File: config.mk
export PLATFORM = sky130hd
export DESIGN_NAME = ps2_scancode_decoder
export DESIGN_NICKNAME = d
export VERILOG_FILES = /design/src/rtl/ps2_kbd_pkg.sv /design/src/rtl/ps2_event_fifo.sv /design/src/rtl/ps2_scancode_decoder.sv
export SDC_FILE = /design/constraint.sdc
export NUM_CORES = 1
export LEC_CHECK = 0
export ABC_AREA = 1
export ABC_CLOCK_PERIOD_IN_PS = 2300
export BUFFER_PORTS_ARGS = -buffer_cell sky130_fd_sc_hd__clkbuf_2
export CAP_MARGIN = 20
export CORE_MARGIN = 4
export CORE_UTILIZATION = 57
export CTS_BUF_LIST = sky130_fd_sc_hd__clkbuf_8
export DETAILED_ROUTE_END_ITERATION = 16
export HOLD_SLACK_MARGIN = 0.06
export PLACE_DENSITY_LB_ADDON = 0.2
export SLEW_MARGIN = 20
export SYNTH_ARGS = -nofsm -noshare
export SYNTH_HDL_FRONTEND = slang
export SYNTH_SLANG_ARGS = --single-unit
export TNS_END_PERCENT = 100
File: constraint.sdc
create_clock -name clk -period 2.3 [get_ports clk]
set_input_delay 0.115 -clock clk [delete_from_list [all_inputs] [get_ports clk]]
set_output_delay 0.115 -clock clk [all_outputs]
set_load 0.005 [all_outputs]
File: src/rtl/ps2_kbd_pkg.sv
// Shared types and constants for the PS/2 Set-2 scan-code decoder:
// prefix bytes, Pause swallow length, prefix FSM states and the key-event record.
package ps2_kbd_pkg;

  localparam logic [7:0] PFX_E0 = 8'hE0;
  localparam logic [7:0] PFX_F0 = 8'hF0;
  localparam logic [7:0] PFX_E1 = 8'hE1;

  // Bytes that follow E1 in the 8-byte Pause sequence.
  localparam logic [2:0] PAUSE_SKIP_LEN = 3'd7;

  typedef enum logic [2:0] {
    ST_IDLE,
    ST_EXT,
    ST_BRK,
    ST_EXT_BRK,
    ST_SKIP
  } prefix_state_t;

  typedef struct packed {
    logic [7:0] code;
    logic       ext;
    logic       rel;
    logic       is_digit;
    logic [3:0] digit;
  } ps2_event_t;

  localparam int EVENT_W = $bits(ps2_event_t);

  // Number-row digit map for non-extended codes; returns {is_digit, digit}.
  function automatic logic [4:0] digit_lookup(input logic [7:0] code);
    case (code)
      8'h45:   return {1'b1, 4'd0};
      8'h16:   return {1'b1, 4'd1};
      8'h1E:   return {1'b1, 4'd2};
      8'h26:   return {1'b1, 4'd3};
      8'h25:   return {1'b1, 4'd4};
      8'h2E:   return {1'b1, 4'd5};
      8'h36:   return {1'b1, 4'd6};
      8'h3D:   return {1'b1, 4'd7};
      8'h3E:   return {1'b1, 4'd8};
      8'h46:   return {1'b1, 4'd9};
      default: return 5'd0;
    endcase
  endfunction

endpackage

File: src/rtl/ps2_event_fifo.sv
// Synchronous FIFO with a registered head (o_valid/o_data) and count-based full/empty.
// A push while full is dropped unless a pop happens in the same cycle.
module ps2_event_fifo #(
  parameter int WIDTH      = 15,
  parameter int FIFO_DEPTH = 4
) (
  input  logic             clk,
  input  logic             reset,
  input  logic             i_push,
  input  logic [WIDTH-1:0] i_data,
  input  logic             i_pop,
  output logic             o_valid,
  output logic [WIDTH-1:0] o_data,
  output logic             o_drop
);

  localparam int AW = $clog2(FIFO_DEPTH);
  localparam int CW = AW + 1;
  localparam logic [CW-1:0] FULL_CNT = CW'(FIFO_DEPTH);

  logic [WIDTH-1:0] r_mem [FIFO_DEPTH];
  logic [AW-1:0]    r_wr_ptr;
  logic [AW-1:0]    r_rd_ptr;
  logic [AW-1:0]    w_rd_ptr_nxt;
  logic [CW-1:0]    r_count;
  logic [CW-1:0]    w_count_nxt;
  logic             w_empty;
  logic             w_full;
  logic             w_do_push;
  logic             w_do_pop;
  logic             w_head_from_wr;
  logic             r_valid;
  logic [WIDTH-1:0] r_data;

  assign w_empty      = (r_count == '0);
  assign w_full       = (r_count == FULL_CNT);
  assign w_do_pop     = i_pop && !w_empty;
  assign w_do_push    = i_push && (!w_full || w_do_pop);
  assign o_drop       = i_push && !w_do_push;
  assign w_rd_ptr_nxt = r_rd_ptr + AW'(w_do_pop);
  assign w_count_nxt  = r_count + CW'(w_do_push) - CW'(w_do_pop);

  // The incoming word becomes the head when nothing else remains after this cycle's pop.
  assign w_head_from_wr = w_do_push && (w_empty || (r_count == CW'(1) && w_do_pop));

  // NOTE: storage has no reset; entries are only read once written, and
  // leaving it out keeps the array in plain flops/RAM without a reset tree.
  always_ff @(posedge clk) begin
    if (w_do_push) begin
      r_mem[r_wr_ptr] <= i_data;
    end
  end

  // NOTE: sequential state uses non-blocking assignments so every flop
  // samples pre-edge values regardless of statement order.
  always_ff @(posedge clk or negedge reset) begin
    if (!reset) begin
      r_wr_ptr <= '0;
      r_rd_ptr <= '0;
      r_count  <= '0;
      r_valid  <= 1'b0;
      r_data   <= '0;
    end else begin
      if (w_do_push) begin
        r_wr_ptr <= r_wr_ptr + AW'(1);
      end
      r_rd_ptr <= w_rd_ptr_nxt;
      r_count  <= w_count_nxt;
      r_valid  <= (w_count_nxt != '0);
      if (w_count_nxt == '0) begin
        r_data <= '0;
      end else if (w_head_from_wr) begin
        r_data <= i_data;
      end else begin
        r_data <= r_mem[w_rd_ptr_nxt];
      end
    end
  end

  assign o_valid = r_valid;
  assign o_data  = r_data;

endmodule

File: src/rtl/ps2_scancode_decoder.sv
// PS/2 Set-2 scan-code decoder: folds E0/F0/E1 prefixes into single key events,
// tags number-row digits and queues events for a valid/ready consumer.
module ps2_scancode_decoder
  import ps2_kbd_pkg::*;
#(
  parameter int FIFO_DEPTH = 4
) (
  input  logic       clk,
  input  logic       reset,
  input  logic [7:0] rx_data,
  input  logic       rx_valid,
  input  logic       ev_ready,
  input  logic       clear_ovf,
  output logic       ev_valid,
  output logic [7:0] ev_code,
  output logic       ev_ext,
  output logic       ev_release,
  output logic       ev_is_digit,
  output logic [3:0] ev_digit,
  output logic       ovf
);

  logic          r_rx_valid;
  logic          w_take;
  prefix_state_t r_state;
  prefix_state_t w_state_nxt;
  logic [2:0]    r_skip_cnt;
  logic [2:0]    w_skip_nxt;
  logic          w_emit;
  logic          w_ext;
  logic          w_rel;
  logic [4:0]    w_digit_info;
  ps2_event_t    w_event;
  ps2_event_t    r_event;
  logic          r_push;
  logic          w_drop;
  logic          r_ovf;
  logic          w_head_valid;
  ps2_event_t    w_head;

  // A held strobe yields one byte: only the low-to-high transition is taken.
  assign w_take = rx_valid && !r_rx_valid;

  always_ff @(posedge clk or negedge reset) begin
    if (!reset) begin
      r_rx_valid <= 1'b0;
      r_state    <= ST_IDLE;
      r_skip_cnt <= '0;
    end else begin
      r_rx_valid <= rx_valid;
      r_state    <= w_state_nxt;
      r_skip_cnt <= w_skip_nxt;
    end
  end

  // NOTE: every output of this block gets a default first, so no path
  // through the case statement can infer a latch.
  always_comb begin
    w_state_nxt = r_state;
    w_skip_nxt  = r_skip_cnt;
    w_emit      = 1'b0;
    w_ext       = 1'b0;
    w_rel       = 1'b0;
    if (w_take) begin
      case (r_state)
        ST_IDLE: begin
          if (rx_data == PFX_E0) begin
            w_state_nxt = ST_EXT;
          end else if (rx_data == PFX_F0) begin
            w_state_nxt = ST_BRK;
          end else if (rx_data == PFX_E1) begin
            w_state_nxt = ST_SKIP;
            w_skip_nxt  = PAUSE_SKIP_LEN;
          end else begin
            w_emit = 1'b1;
          end
        end
        ST_EXT: begin
          if (rx_data == PFX_F0) begin
            w_state_nxt = ST_EXT_BRK;
          end else if (rx_data != PFX_E0) begin
            w_emit      = 1'b1;
            w_ext       = 1'b1;
            w_state_nxt = ST_IDLE;
          end
        end
        ST_BRK: begin
          w_state_nxt = ST_IDLE;
          if (rx_data != PFX_E0 && rx_data != PFX_F0) begin
            w_emit = 1'b1;
            w_rel  = 1'b1;
          end
        end
        ST_EXT_BRK: begin
          w_state_nxt = ST_IDLE;
          if (rx_data != PFX_E0 && rx_data != PFX_F0) begin
            w_emit = 1'b1;
            w_ext  = 1'b1;
            w_rel  = 1'b1;
          end
        end
        ST_SKIP: begin
          if (r_skip_cnt <= 3'd1) begin
            w_skip_nxt  = '0;
            w_state_nxt = ST_IDLE;
          end else begin
            w_skip_nxt = r_skip_cnt - 3'd1;
          end
        end
        default: begin
          w_state_nxt = ST_IDLE;
          w_skip_nxt  = '0;
        end
      endcase
    end
  end

  // Digit tagging applies to plain (non-extended) codes only, make or break.
  always_comb begin
    w_digit_info     = digit_lookup(rx_data);
    w_event          = '0;
    w_event.code     = rx_data;
    w_event.ext      = w_ext;
    w_event.rel      = w_rel;
    w_event.is_digit = !w_ext && w_digit_info[4];
    w_event.digit    = w_ext ? 4'd0 : w_digit_info[3:0];
  end

  always_ff @(posedge clk or negedge reset) begin
    if (!reset) begin
      r_push  <= 1'b0;
      r_event <= '0;
    end else begin
      r_push <= w_emit;
      if (w_emit) begin
        r_event <= w_event;
      end
    end
  end

  ps2_event_fifo #(
    .WIDTH      (EVENT_W),
    .FIFO_DEPTH (FIFO_DEPTH)
  ) u_fifo (
    .clk     (clk),
    .reset   (reset),
    .i_push  (r_push),
    .i_data  (r_event),
    .i_pop   (ev_ready),
    .o_valid (w_head_valid),
    .o_data  (w_head),
    .o_drop  (w_drop)
  );

  // Clearing wins over a drop in the same cycle.
  always_ff @(posedge clk or negedge reset) begin
    if (!reset) begin
      r_ovf <= 1'b0;
    end else if (clear_ovf) begin
      r_ovf <= 1'b0;
    end else if (w_drop) begin
      r_ovf <= 1'b1;
    end
  end

  assign ev_valid    = w_head_valid;
  assign ev_code     = w_head.code;
  assign ev_ext      = w_head.ext;
  assign ev_release  = w_head.rel;
  assign ev_is_digit = w_head.is_digit;
  assign ev_digit    = w_head.digit;
  assign ovf         = r_ovf;

endmodule

After elaboration in Yosys (flattened, before gate mapping)
Memory sizes are Yosys's and may differ from the RTL's.
Index checks and enable logic that the tools add are counted.
- flip-flop bits (word level): 47
- RAM bits: 60
- input bits: 13
- output and inout bits: 17
- word-level logic and storage cells: 106
- memories: 1
- $add $sub $neg: 5
- order comparisons: 1
- equal/unequal tests: 27
- multiplexer cells: 32
- bitwise logic cells: 1
- reduce and logical (&&, ||, !) cells: 24
- memory list (memory ; depth ; bits a word ; read ports ; clocked after Yosys merged registers in ; write ports ; line ; text):
    u_fifo.r_mem ; 4 ; 15 ; 1 ; 0 ; 1 ; ps2_event_fifo.sv:21 ; logic [WIDTH-1:0] r_mem [FIFO_DEPTH];
- operator list (cell ; count):
    5-bit case mux with 10 select lines ; 1
    8-bit by 6-bit == test with 1-bit output, second input constant ; 6
    15-bit 2-to-1 mux ; 2
    3-bit 2-to-1 mux ; 10
    8-bit == test, second input constant ; 3
    3-bit case mux with 3 select lines ; 2
    8-bit by 5-bit == test with 1-bit output, second input constant ; 2
    8-bit by 7-bit == test with 1-bit output, second input constant ; 2
    8-bit != test, second input constant ; 2
    1-bit 2-to-1 mux ; 14
    3-bit logical NOT ; 3
    1-bit logical AND ; 8
    2-bit != test, second input constant ; 4
    3-bit by 1-bit == test with 1-bit output, second input constant ; 2
    3-bit by 2-bit == test with 1-bit output, second input constant ; 2
    3-bit == test, second input constant ; 2
    1-bit logical NOT ; 5
    5-bit AND reduction ; 1
    4-bit 2-to-1 mux ; 1
    4-bit != test, second input constant ; 1
    4-bit AND reduction ; 1
    3-bit by 1-bit adder with 3-bit output ; 1
    3-bit by 1-bit <= comparator with 1-bit output, second input constant ; 1
    3-bit != test, second input constant ; 1
    other kinds (12) ; 13

Depth between registers and ports, before layout
- depth after elaboration: 9
- gate-level depth with buffers: 12
- depth with buffers taken out: 11

Cells and area by module
Synthesis repeated with hierarchy kept, for this count alone.
- cell total of the unflattened synthesis: 521
- area total of the unflattened synthesis: 5067.4 um2
- modules (own cells, without submodules) (module ; instances ; cells each ; area an instance (um2) ; sequential area each (um2)):
    ps2_event_fifo ; 1 ; 344 ; 3598.5 ; 2377.3
    ps2_scancode_decoder ; 1 ; 177 ; 1468.9 ; 600.6

Worst setup path after synthesis
OpenSTA, ideal clock, no wires.
- path type: reg2reg
- start: register u_fifo.r_count[1]
- end: register u_fifo.r_data[5], in the netlist u_fifo.o_data[5]
- library setup time: 0.117 ns
- arrival: 2.148 ns
- data required time: 2.183 ns
- setup slack: 0.035 ns
- cell stages (with the launch flop): 13
- path buffers: 1
- clock period less this slack: 2.265 ns
- path through: dfrtp_1 > nor2_1 > a21oi_1 > ha_1 > inv_1 > ha_1 > fa_1 > xor2_2 > inv_2 > nand2_2 > buf_6 > o21ai_1 > nor2_1
- word-level cells in the longest chain between the ends: 9
- elaborated cells between the ends (all ways): 18
- classes of those cells: 3 x add/sub; 2 x eq/ne; 2 x mux; 10 x reduce/logical; 1 x memory
- ends and longest elaborated chain (what ; line ; text):
    from (decl) ; ps2_event_fifo.sv:25 ; logic [CW-1:0] r_count;
    from (signal assigned) ; ps2_event_fifo.sv:68 ; r_count <= w_count_nxt;
    3-bit logical NOT ; ps2_event_fifo.sv:35 ; assign w_empty = (r_count == '0);
    1-bit logical NOT ; ps2_event_fifo.sv:37 ; assign w_do_pop = i_pop && !w_empty;
    1-bit logical AND ; ps2_event_fifo.sv:37 ;
    1-bit logical OR ; ps2_event_fifo.sv:38 ; assign w_do_push = i_push && (!w_full || w_do_pop);
    1-bit logical AND ; ps2_event_fifo.sv:38 ;
    3-bit by 1-bit adder with 3-bit output ; ps2_event_fifo.sv:41 ; assign w_count_nxt = r_count + CW'(w_do_push) - CW'(w_do_pop);
    3-bit by 1-bit subtractor with 3-bit output * ; ps2_event_fifo.sv:41 ;
    named net u_fifo.w_count_nxt[2] ; ps2_event_fifo.sv:26 ; logic [CW-1:0] w_count_nxt;
    3-bit logical NOT * ; ps2_event_fifo.sv:70 ; if (w_count_nxt == '0) begin
    15-bit 2-to-1 mux * ; ps2_event_fifo.sv:70 ;
    to (signal assigned) ; ps2_event_fifo.sv:73 ; r_data <= i_data;
    to (signal assigned) ; ps2_event_fifo.sv:75 ; r_data <= r_mem[w_rd_ptr_nxt];
    to (decl) ; ps2_event_fifo.sv:33 ; logic [WIDTH-1:0] r_data;
The timed path passes the listed nets; every way through them passes the cells marked *.
A chain may end at the register's enable or synchronous reset.

Worst setup path after layout
- start: register u_fifo.r_count[1]
- end: register u_fifo.r_data[8], in the netlist u_fifo.o_data[8]
The elaborated chain is that of the path after synthesis.

==> impl_results.md <==
* Outcome: complete, no violations
* Critical Path RT at 2.55 ns
* Initial core utilization at 0.5831
* Number of slew-limit violations in the final report at 0
* Final setup TNS at 0 ns
* Post-Synthesis Net Count at 441
* Yosys warning count at 0
* Std cell rows at 33
* Placeable core region at about 8000 µm²
* Clock sink count at about 110
* DIE HEIGHT at approximately 100 µm
* Pin slew with the least headroom to its limit at about 0.78 ns
* Number of library cell types mapped by synthesis at 40
* Avg WL per Cell at roughly 15 µm
* H-tree Lvls at 3
* GR Overflow Total at 0
* Achievable clock frequency at ~0.46 GHz
* Full die area at between 9000 and 10000 µm²
* Shortest period the worst path allows at 2.189 ns
* Overall power of the completed layout at 6.511 mW
* Finished Layout Cells at a little under 600
* Wire length reported by the detailed router at 8.576 mm
* Number of global-route vias before repair at roughly 2.9k
* Final setup margin at ~0.11 ns
* Yosys top cell area share at 0.3761
* Antenna violations before repair at 0
* Syn-to-layout area delta at 12.93%
* Post-CTS setup buffer count at 0
* Number of nets at the end of the flow at 492
* Min-delay worst type: in2reg
* All-Layer GR Usage at 0.1863
* Max-Cap Viols at 0
* Skew final at 0.01171 ns
* Number of enable-type register cells in the synthesized netlist at 60
* Total inserted antenna cells at 0
* Worst slew slack as a fraction of its limit at 0.4788
* Total instance count after detailed placement at about 550
* Final weighted congestion in routability-driven placement at 0.8123
* Worst-skew pair later-pin latency at 0.36 ns
* Average instance area after synthesis at 11.46 µm²
* Clock tree from TritonCTS: done
* Share of the clock period used by the worst path after layout at 0.9517
* Number of CTS-inserted buffers at 9
* Static leakage at ~2.3 nW
* Die Span X at around 100 µm
* Synth Flop Type: sky130_fd_sc_hd__edfxtp_1
* Hold Slack at between 0.07 and 0.08 ns
* Nature of the critical path startpoint: register
* Final antenna-violating net count at 0
* Maximum fanout count along the critical path at 16
* Met2 usage at 0.3079
* Fillers at roughly 620
* Buffer levels on the longest clock path at 2
* Post-route cell area at approximately 5400 µm²
* Power density over the cells at 1203 nW/µm²
* Count of routing violations after the opening detailed-route iteration at 98
* Wire length of the first global-routing pass at between 10 and 15 mm
* Instance area at placement at 5084 µm²
* Gate count of the mapped netlist at 418
* Number of vias per cell after detailed routing at approximately 5.2
* I/O pin total at 30
* Fraction of final layout cells sized beyond drive strength 1 at 0.2405
* CP Class: reg2reg
* Pin count of the biggest net entering global routing at 32
* Final HPWL DP at 5.745 mm
* Dominant cell type by area after synthesis: sky130_fd_sc_hd__edfxtp_1
* Final hold violation count at 0
* Root cell of the clock tree: sky130_fd_sc_hd__clkbuf_8
* Peak-usage layer in the global routing report: met2
* Fraction of met1 tracks used by global routing at 0.2493
* Share of flip-flops with an asynchronous set or reset after synthesis at 0.4393
* Flip-flop and latch count after synthesis at about 110
* Clock Pin Slew Worst Setup and Hold Paths at about 0.10 ns
* Met3 demand-to-capacity share in global routing at 0.03436
* DRC violation count after routing at 0
* Placement Setup Slack at -0.1161 ns
* Sequential area share after synthesis at 0.6216
* Quantity of I/O buffers inserted on ports at 29
* Data arrival time of the critical path at 2.44 ns
* Most area-consuming cells after synthesis: sky130_fd_sc_hd__edfxtp_1 (38%), sky130_fd_sc_hd__dfrtp_1 (25%), sky130_fd_sc_hd__nand2_1 (4.4%)
* Final core utilization at 0.6584
* Critical Path End Type: register
* Combined area of all synthesized cells at 4791 µm²
* Vias after detailed routing at 3032
* Count of endpoints failing setup in the final report at 0
* IR drop worst, VDD at approximately 0.00055 V
* First drt pass iteration count at 4
[layer usage]
| metal | part of all wire | up-vias |
|---|---|---|
| li1 | - | 1507 |
| met4 | 0.016 | 0 |
| met1 | 0.45 | 1460 |
| met2 | 0.49 | 53 |
| met5 | 0 | - |
| met3 | 0.040 | 12 |
[cells in the mapped netlist, types with 12 or more instances]
cell type / instances
sky130_fd_sc_hd__edfxtp_1: 60
sky130_fd_sc_hd__nand2_1: 56
sky130_fd_sc_hd__nor2_1: 51
sky130_fd_sc_hd__dfrtp_1: 47
sky130_fd_sc_hd__inv_1: 26
sky130_fd_sc_hd__o21ai_0: 24
sky130_fd_sc_hd__mux2i_1: 15
sky130_fd_sc_hd__o211ai_1: 15
sky130_fd_sc_hd__o21ai_1: 15
sky130_fd_sc_hd__nand2_2: 14
sky130_fd_sc_hd__nand3_1: 12
[cell usage in the layout, fill, tap and decap left out, types with 2 or more instances in the layout]
cell                             n
sky130_fd_sc_hd__mux2i_1        15
sky130_fd_sc_hd__dlygate4sd3_1  10
sky130_fd_sc_hd__nor2_4          2
sky130_fd_sc_hd__nand3_2         2
sky130_fd_sc_hd__xor2_2          2
sky130_fd_sc_hd__nand4_1         2
sky130_fd_sc_hd__inv_2           9
sky130_fd_sc_hd__nor2_1         49
sky130_fd_sc_hd__inv_6           3
sky130_fd_sc_hd__nand3_1        12
sky130_fd_sc_hd__ha_1            9
sky130_fd_sc_hd__buf_4          12
sky130_fd_sc_hd__a21oi_1         4
sky130_fd_sc_hd__dfrtp_1        47
sky130_fd_sc_hd__or2_2           5
sky130_fd_sc_hd__o211ai_1       15
sky130_fd_sc_hd__clkbuf_2       29
sky130_fd_sc_hd__o21ai_2        10
sky130_fd_sc_hd__inv_1          27
sky130_fd_sc_hd__nor2_2          4
sky130_fd_sc_hd__o21ai_0        24
sky130_fd_sc_hd__o21ai_1        15
sky130_fd_sc_hd__edfxtp_1       60
sky130_fd_sc_hd__nand2_4         2
sky130_fd_sc_hd__nand2_2        13
sky130_fd_sc_hd__clkbuf_8        9
sky130_fd_sc_hd__nand2_1        56
sky130_fd_sc_hd__or2_0          10
[kinds of logic after synthesis]
kind of cell / after synthesis / share of synthesized area
AOI/OAI and AO/OA: 71 / 0.09298
xor gates and xnor gates: 4 / 0.008882
muxes: 15 / 0.03134
and+or+nand+nor: 163 / 0.1666
adders and majority gates: 10 / 0.02768
buffers and inverters: 48 / 0.05093
DFF: 107 / 0.6216
[critical path, cell delays in order, from the launching register on]
cell	delay, ns
sky130_fd_sc_hd__dfrtp_1	0.40
sky130_fd_sc_hd__nor2_2	0.13
sky130_fd_sc_hd__a21oi_1	0.09
sky130_fd_sc_hd__ha_1	0.28
sky130_fd_sc_hd__inv_1	0.04
sky130_fd_sc_hd__ha_1	0.21
sky130_fd_sc_hd__fa_2	0.49
sky130_fd_sc_hd__nor2_4	0.18
sky130_fd_sc_hd__nand2_8	0.11
sky130_fd_sc_hd__o21ai_0	0.10
sky130_fd_sc_hd__nor2_1	0.06
[final timing paths]
| kind | start | end | slack (ns) | cells after the start |
|---|---|---|---|---|
| worst min register to register | r_state[1] | r_state[1] | 0.51 | 2 |
| worst max register to register | u_fifo.r_count[1] | u_fifo.o_data[8] | 0.11 | 10 |
| max in group asynchronous | reset | r_event[0] | 1.27 | 3 |
| min in group asynchronous | reset | u_fifo.o_data[9] | 0.36 | 2 |
| worst max-delay path | u_fifo.r_count[1] | u_fifo.o_data[8] | 0.11 | 10 |
| worst min-delay path | rx_data[5] | r_event[12] | 0.08 | 3 |
[power by group]
| group | total (mW) | leakage, nW | internal [mW] | switching (mW) |
|---|---|---|---|---|
| clock | 1.15 | 0.102 | 0.513 | 0.632 |
| combinational | 2.55 | 1.08 | 1.06 | 1.50 |
| sequential | 2.81 | 1.15 | 2.54 | 0.270 |
[sequential cells by signal, summed over array words and instances (netlist names), 2 cells and up]
signal and count:
r_event 15, u_fifo.r_rd_ptr 2, r_state 3, u_fifo.r_wr_ptr 2, r_skip_cnt 3, u_fifo.r_mem 60
u_fifo.o_data 15, u_fifo.r_count 3
[area by class of cell]
cell class | count | area, µm² | share of cell area
inverters | 36 | 142.6 | 0.02636
well taps | 105 | 131.4 | 0.02428
clock inverters | 7 | 76.32 | 0.01411
multi-input cells | 263 | 1603 | 0.2963
clock buffers | 9 | 123.9 | 0.02290
repair buffers | 52 | 355.3 | 0.06568
flip-flops and latches | 107 | 2978 | 0.5504
[repair_timing]
item | in CTS | in global routing
endpoints found under the hold margin | 34 | 0
setup endpoints to repair | 15 | 15
hold buffers | 10 | 0
pin swaps | 0 | 1
cloned | 0 | 0
resized for setup | 4 | 2
(Power assumes the default switching activity.)
